<file path="config.mk">
export PLATFORM = sky130hd
export DESIGN_NAME = planning_controller
export DESIGN_NICKNAME = d
export VERILOG_FILES = /design/src/rtl/planning_controller.sv
export SDC_FILE = /design/constraint.sdc
export NUM_CORES = 1
export LEC_CHECK = 0
export CORE_ASPECT_RATIO = 1.75
export CORE_UTILIZATION = 55
export CTS_CLUSTER_SIZE = 12
export DETAILED_ROUTE_END_ITERATION = 16
export PLACE_DENSITY = 0.72
export SLEW_MARGIN = 20
export SYNTH_ARGS = -nofsm -noshare
export SYNTH_HDL_FRONTEND = slang
export SYNTH_SLANG_ARGS = --single-unit
export TNS_END_PERCENT = 10
</file>
<file path="constraint.sdc">
create_clock -name clk -period 14 [get_ports clk]
set_input_delay 2.8 -clock clk [delete_from_list [all_inputs] [get_ports clk]]
set_output_delay 2.8 -clock clk [all_outputs]
set_load 0.01 [all_outputs]
</file>
<file path="src/rtl/planning_controller.sv">
// Shadow-tracking planner for the robot/obstacle grid plant: mirrors both
// positions cycle-exactly and steers the robot toward the goal cell safely.
module planning_controller #(
    parameter int K          = 3,
    parameter int W          = 4,
    parameter int GOAL_X     = 8,
    parameter int GOAL_Y     = 8,
    parameter int OBS_INIT_X = 2,
    parameter int SAFE_DIST  = 2
) (
    input  logic       clk,
    input  logic       rst,
    input  logic       move_obs1_up,
    input  logic       move_obs1_down,
    input  logic       move_obs1_left,
    input  logic       move_obs1_right,
    input  logic       _rt_robot,
    input  logic       error,
    output logic       move_robot,
    output logic       controllable_up,
    output logic       controllable_down,
    output logic       controllable_left,
    output logic       controllable_right,
    output logic       at_goal,
    output logic       stuck,
    output logic [2:0] state
);

    typedef enum logic [2:0] {
        S_INIT = 3'd0,
        S_PLAN = 3'd1,
        S_DONE = 3'd2,
        S_HALT = 3'd3
    } state_e;

    localparam int           GMAX   = 3 * K - 1;
    localparam logic [W-1:0] GMAX_W = W'(3 * K - 1);
    localparam logic [W-1:0] ONE    = W'(1);
    localparam logic [W-1:0] OBS_X0 = W'(OBS_INIT_X);

    state_e       state_q, state_d;
    logic [W-1:0] rx_q, rx_d, ry_q, ry_d;
    logic [W-1:0] ox_q, ox_d, oy_q, oy_d;

    // Direction codes: 0 down, 1 up, 2 left, 3 right
    function automatic logic safe_f(input logic [1:0] d, input int rx,
                                    input int ry, input int ox, input int oy);
        int nx, ny, ax, ay;
        nx = rx;
        ny = ry;
        case (d)
            2'd0:    ny = ry - 1;
            2'd1:    ny = ry + 1;
            2'd2:    nx = rx - 1;
            default: nx = rx + 1;
        endcase
        ax = (nx > ox) ? nx - ox : ox - nx;
        ay = (ny > oy) ? ny - oy : oy - ny;
        return (nx >= 0) && (nx <= GMAX) && (ny >= 0) && (ny <= GMAX) &&
               ((ax >= SAFE_DIST) || (ay >= SAFE_DIST));
    endfunction

    int         dx, dy, adx, ady;
    logic       goal_hit, found;
    logic [1:0] dir, xdir, ydir;
    logic [1:0] cand   [6];
    logic       cand_v [6];

    always_comb begin
        dx       = GOAL_X - int'(rx_q);
        dy       = GOAL_Y - int'(ry_q);
        adx      = (dx < 0) ? -dx : dx;
        ady      = (dy < 0) ? -dy : dy;
        goal_hit = (dx == 0) && (dy == 0);
        xdir     = (dx > 0) ? 2'd3 : 2'd2;
        ydir     = (dy > 0) ? 2'd1 : 2'd0;
        cand[0]   = (adx >= ady) ? xdir : ydir;
        cand_v[0] = 1'b1;
        cand[1]   = (adx >= ady) ? ydir : xdir;
        cand_v[1] = (adx >= ady) ? (dy != 0) : (dx != 0);
        cand[2]   = 2'd0;
        cand[3]   = 2'd1;
        cand[4]   = 2'd2;
        cand[5]   = 2'd3;
        cand_v[2] = 1'b1;
        cand_v[3] = 1'b1;
        cand_v[4] = 1'b1;
        cand_v[5] = 1'b1;
        found = 1'b0;
        dir   = 2'd0;
        for (int i = 0; i < 6; i++) begin
            if (!found && cand_v[i] &&
                safe_f(cand[i], int'(rx_q), int'(ry_q), int'(ox_q), int'(oy_q))) begin
                found = 1'b1;
                dir   = cand[i];
            end
        end
    end

    always_comb begin
        state_d            = state_q;
        move_robot         = 1'b0;
        controllable_up    = 1'b0;
        controllable_down  = 1'b0;
        controllable_left  = 1'b0;
        controllable_right = 1'b0;
        at_goal            = 1'b0;
        stuck              = 1'b0;
        state              = state_q;
        unique case (state_q)
            S_INIT: state_d = S_PLAN;
            S_PLAN: begin
                if (goal_hit) begin
                    at_goal = 1'b1;
                    state_d = S_DONE;
                end else if (found) begin
                    move_robot         = 1'b1;
                    controllable_down  = (dir == 2'd0);
                    controllable_up    = (dir == 2'd1);
                    controllable_left  = (dir == 2'd2);
                    controllable_right = (dir == 2'd3);
                end else begin
                    stuck = 1'b1;
                end
                if (error) state_d = S_HALT;
            end
            S_DONE: begin
                at_goal = goal_hit;
                if (!goal_hit) state_d = S_PLAN;
                if (error) state_d = S_HALT;
            end
            S_HALT: state_d = S_HALT;
            default: state_d = S_INIT;
        endcase
    end

    always_comb begin
        rx_d = rx_q;
        ry_d = ry_q;
        ox_d = ox_q;
        oy_d = oy_q;
        if (state_q == S_INIT) ox_d = OBS_X0;
        // Obstacle mirrors the plant's clamping; up beats down, left beats right
        if (state_q == S_PLAN || state_q == S_DONE) begin
            if (move_obs1_up && oy_q < GMAX_W) oy_d = oy_q + ONE;
            else if (move_obs1_down && oy_q != '0) oy_d = oy_q - ONE;
            if (move_obs1_left && ox_q != '0) ox_d = ox_q - ONE;
            else if (move_obs1_right && ox_q < GMAX_W) ox_d = ox_q + ONE;
        end
        if (_rt_robot) begin
            if (controllable_up && ry_q < GMAX_W) ry_d = ry_q + ONE;
            if (controllable_down && ry_q != '0) ry_d = ry_q - ONE;
            if (controllable_left && rx_q != '0) rx_d = rx_q - ONE;
            if (controllable_right && rx_q < GMAX_W) rx_d = rx_q + ONE;
        end
    end

    always_ff @(posedge clk) begin
        if (rst) begin
            state_q <= S_INIT;
            rx_q    <= '0;
            ry_q    <= '0;
            ox_q    <= '0;
            oy_q    <= '0;
        end else begin
            state_q <= state_d;
            rx_q    <= rx_d;
            ry_q    <= ry_d;
            ox_q    <= ox_d;
            oy_q    <= oy_d;
        end
    end

endmodule
</file>
==> results.txt <==
status -> finished, final reports clean
Crit Path Max Fanout -> 17
clk sinks -> 18
worst min-delay path category -> reg2reg
DIE WIDTH -> 96.8 um
EDFF count, synth -> 0
r2r endpoint -> rx_q[3]$_SDFFE_PP0P_
crit path capture type -> output port
Critical Path Slowest Stage Cell -> dfxtp_1
Area contributors post-synth -> ha_1, fa_1, dfxtp_1, nand2_1, inv_1
Fin. Hold Viols -> 0
final antenna-violating net count -> 0
vias -> 8391
RSZ-0062 raised after global routing -> false
share of the synthesized area in the top cell type -> 29.4%
number of global-route vias before repair -> 8442
CTS buffer count -> 3
clk_skew -> 0.00788 ns
CTS tree -> built
Initial Util -> 56.2%
Final nets -> 1381
slowest stage delay, CP -> 0.75 ns
Post-Syn Area -> 8650 sq um
DRT iter0 DRCs -> 349
most common library cells after synthesis -> ha_1, nand2_1, inv_1
Worst-path clk slew -> 0.07 ns
io pins -> 18
Ys Warns -> 0
Yosys reg bits -> 18
WL/cell -> 17.4 um
largest net degree at the start of global routing -> 41
reg2reg setup slack -> 3.42 ns
Setup violations, final -> 0
CTS Root Cell -> clkbuf_16
RR Startpoint -> ry_q[0]$_SDFFE_PP0P_
sequential share of the synthesized area -> 4.17%
crit path buf inv count -> 4
Worst-Skew Late Latency -> 0.27 ns
remaining global-route overflow -> 0
first-pass GRT wire length -> 38.5 mm
hold buffer count at CTS -> 0
Worst Hold Depth -> 2
Required @ worst endpoint -> 11.20 ns
Slew HR -> 40.6%
Largest delay share family, worst path -> compound AO/OA/AOI/OAI gates
GRT Overall Usage -> 28.5%
DR pass1 iterations -> 8
Worst-Margin Slew -> 0.891 ns
DPL Wire Length -> 19.3 mm
highest clock rate -> 0.0790 GHz
Area growth syn-to-layout -> 5.60%
max_cap viols -> 0
pins over their slew limit -> 0
Worst EP arrival -> 9.85 ns
final core occ -> 59.3%
leading area contributor after synthesis -> ha_1
WHS -> 0.589 ns
post-route minimum period -> 12.65 ns
Cell variety after synth -> 91
Core ar. -> 15400 sq um
Worst Reg-to-Reg Cells -> 37
count leader, synth -> ha_1
H-tree depth -> 1
min-delay src -> state[0]$_SDFFE_PP0P_
Avg Cell Area, Syn -> 7.68 sq um
GP Congestion -> 0.959
Via density -> 6.30
IO buf count -> 16
initial antenna violation count -> 0
Syn Inst Count -> 1126
final setup TNS -> 0 ns
fin crit share -> 90.4%
# Post-CTS Setup Buffers -> 0
row count -> 60
Post-synth ARST share -> 0%
ANT cells -> 0
DRC Markers -> 0
routed wire length -> 23.2 mm
# resized after CTS -> 0
Hold Crit Endpoint -> state[0]$_SDFFE_PP0P_
critical path class -> reg2out
die height -> 168 um
layout cells sized above 1 -> 4.01%
die area -> 16300 sq um
clock tree buffer depth -> 2
ys flop type -> dfxtp_1
CP Launch Type -> register
[cells by family (layout without fill, tap and decap cells)]
logic type	after synthesis	after routing	share of synthesized area, %
simple gates	395	395	24.3
flops	18	18	4.17
xor+xnor	43	43	4.51
other cells	2	31	0.0868
buf+inv	126	117	5.74
mux	28	28	3.43
fa+ha+maj	227	227	34.8
compound gates	287	287	23.0
[placed cells by master, fill, tap and decap left out, types with 8 or more instances in the layout]
| master | instances |
|---|---|
| a211oi_1 | 11 |
| a21boi_0 | 8 |
| a21o_1 | 28 |
| a21oi_1 | 63 |
| a31oi_1 | 15 |
| and2_1 | 15 |
| and3_1 | 16 |
| and4_1 | 11 |
| clkdlybuf4s50_1 | 16 |
| conb_1 | 31 |
| dfxtp_1 | 18 |
| fa_1 | 23 |
| ha_1 | 203 |
| inv_1 | 89 |
| mux2i_1 | 18 |
| nand2_1 | 95 |
| nand2b_1 | 21 |
| nand3_1 | 27 |
| nand4_1 | 17 |
| nand4b_1 | 10 |
| nor2_1 | 78 |
| nor2b_1 | 18 |
| nor3_1 | 22 |
| nor4_1 | 13 |
| o211ai_1 | 10 |
| o21ai_0 | 55 |
| or3_1 | 10 |
| xnor2_1 | 33 |
| xor2_1 | 9 |
[state kept, by name (all words and copies together), names as in the netlist]
register and count:
oy_q 4, ox_q 4, state 2, ry_q 4, rx_q 4
[area by class of cell]
type,count,area (sq um)
sequential,18,360
fill,1508,6260
tap,186,233
timing repair buffer,22,205
inverter,91,342
clock buffer,4,88.8
multi-input combinational,1011,7910
[through the flow]
step	area (sq um)	setup slack, ns	instances
CTS	9130	1.43	1332
floorplan	8760	3.37	1155
global route	9130	0.527	1332
finish	9130	1.35	1332
global placement	9040	1.82	1328
detailed placement	9040	1.72	1328
[routing by layer]
metal / vias to the layer above / part of all wire (%) / track usage [%] / routed length, um
li1: 4123 / - / - / -
met1: 3993 / 37 / 27.4 / 8510
met2: 196 / 55 / 57.3 / 12800
met3: 79 / 2.6 / 1.95 / 602
met4: 0 / 5.5 / 17.9 / 1280
met5: - / 0 / 0 / 0
[worst register-to-register path, delay by kind of cell, from the launching register on]
kind | cells | cell delay, ns
AO/OA/AOI/OAI | 17 | 4.54
XOR/XNOR | 1 | 0.25
adder cells (fa/ha/maj) | 5 | 1.71
buffers and inverters | 3 | 0.66
flip-flops | 1 | 0.75
multiplexers | 1 | 0.19
AND/OR/NAND/NOR | 10 | 2.33
[worst max-delay path by stage]
stage,slack [ns],start,depth (start not counted),to
floorplan,3.37,ry_q[0]$_SDFFE_PP0P_,40,controllable_right
global placement,1.82,ry_q[0]$_SDFFE_PP0P_,30,controllable_right
detailed placement,1.72,ry_q[0]$_SDFFE_PP0P_,31,controllable_down
CTS,1.43,ry_q[0]$_SDFFE_PP0P_,30,controllable_right
global route,0.53,ry_q[0]$_SDFFE_PP0P_,31,controllable_down
finish,1.35,ry_q[0]$_SDFFE_PP0P_,30,controllable_right
Power is not shown: default switching activity piles up to over one toggle a cycle in this logic, so the estimate is an artifact.
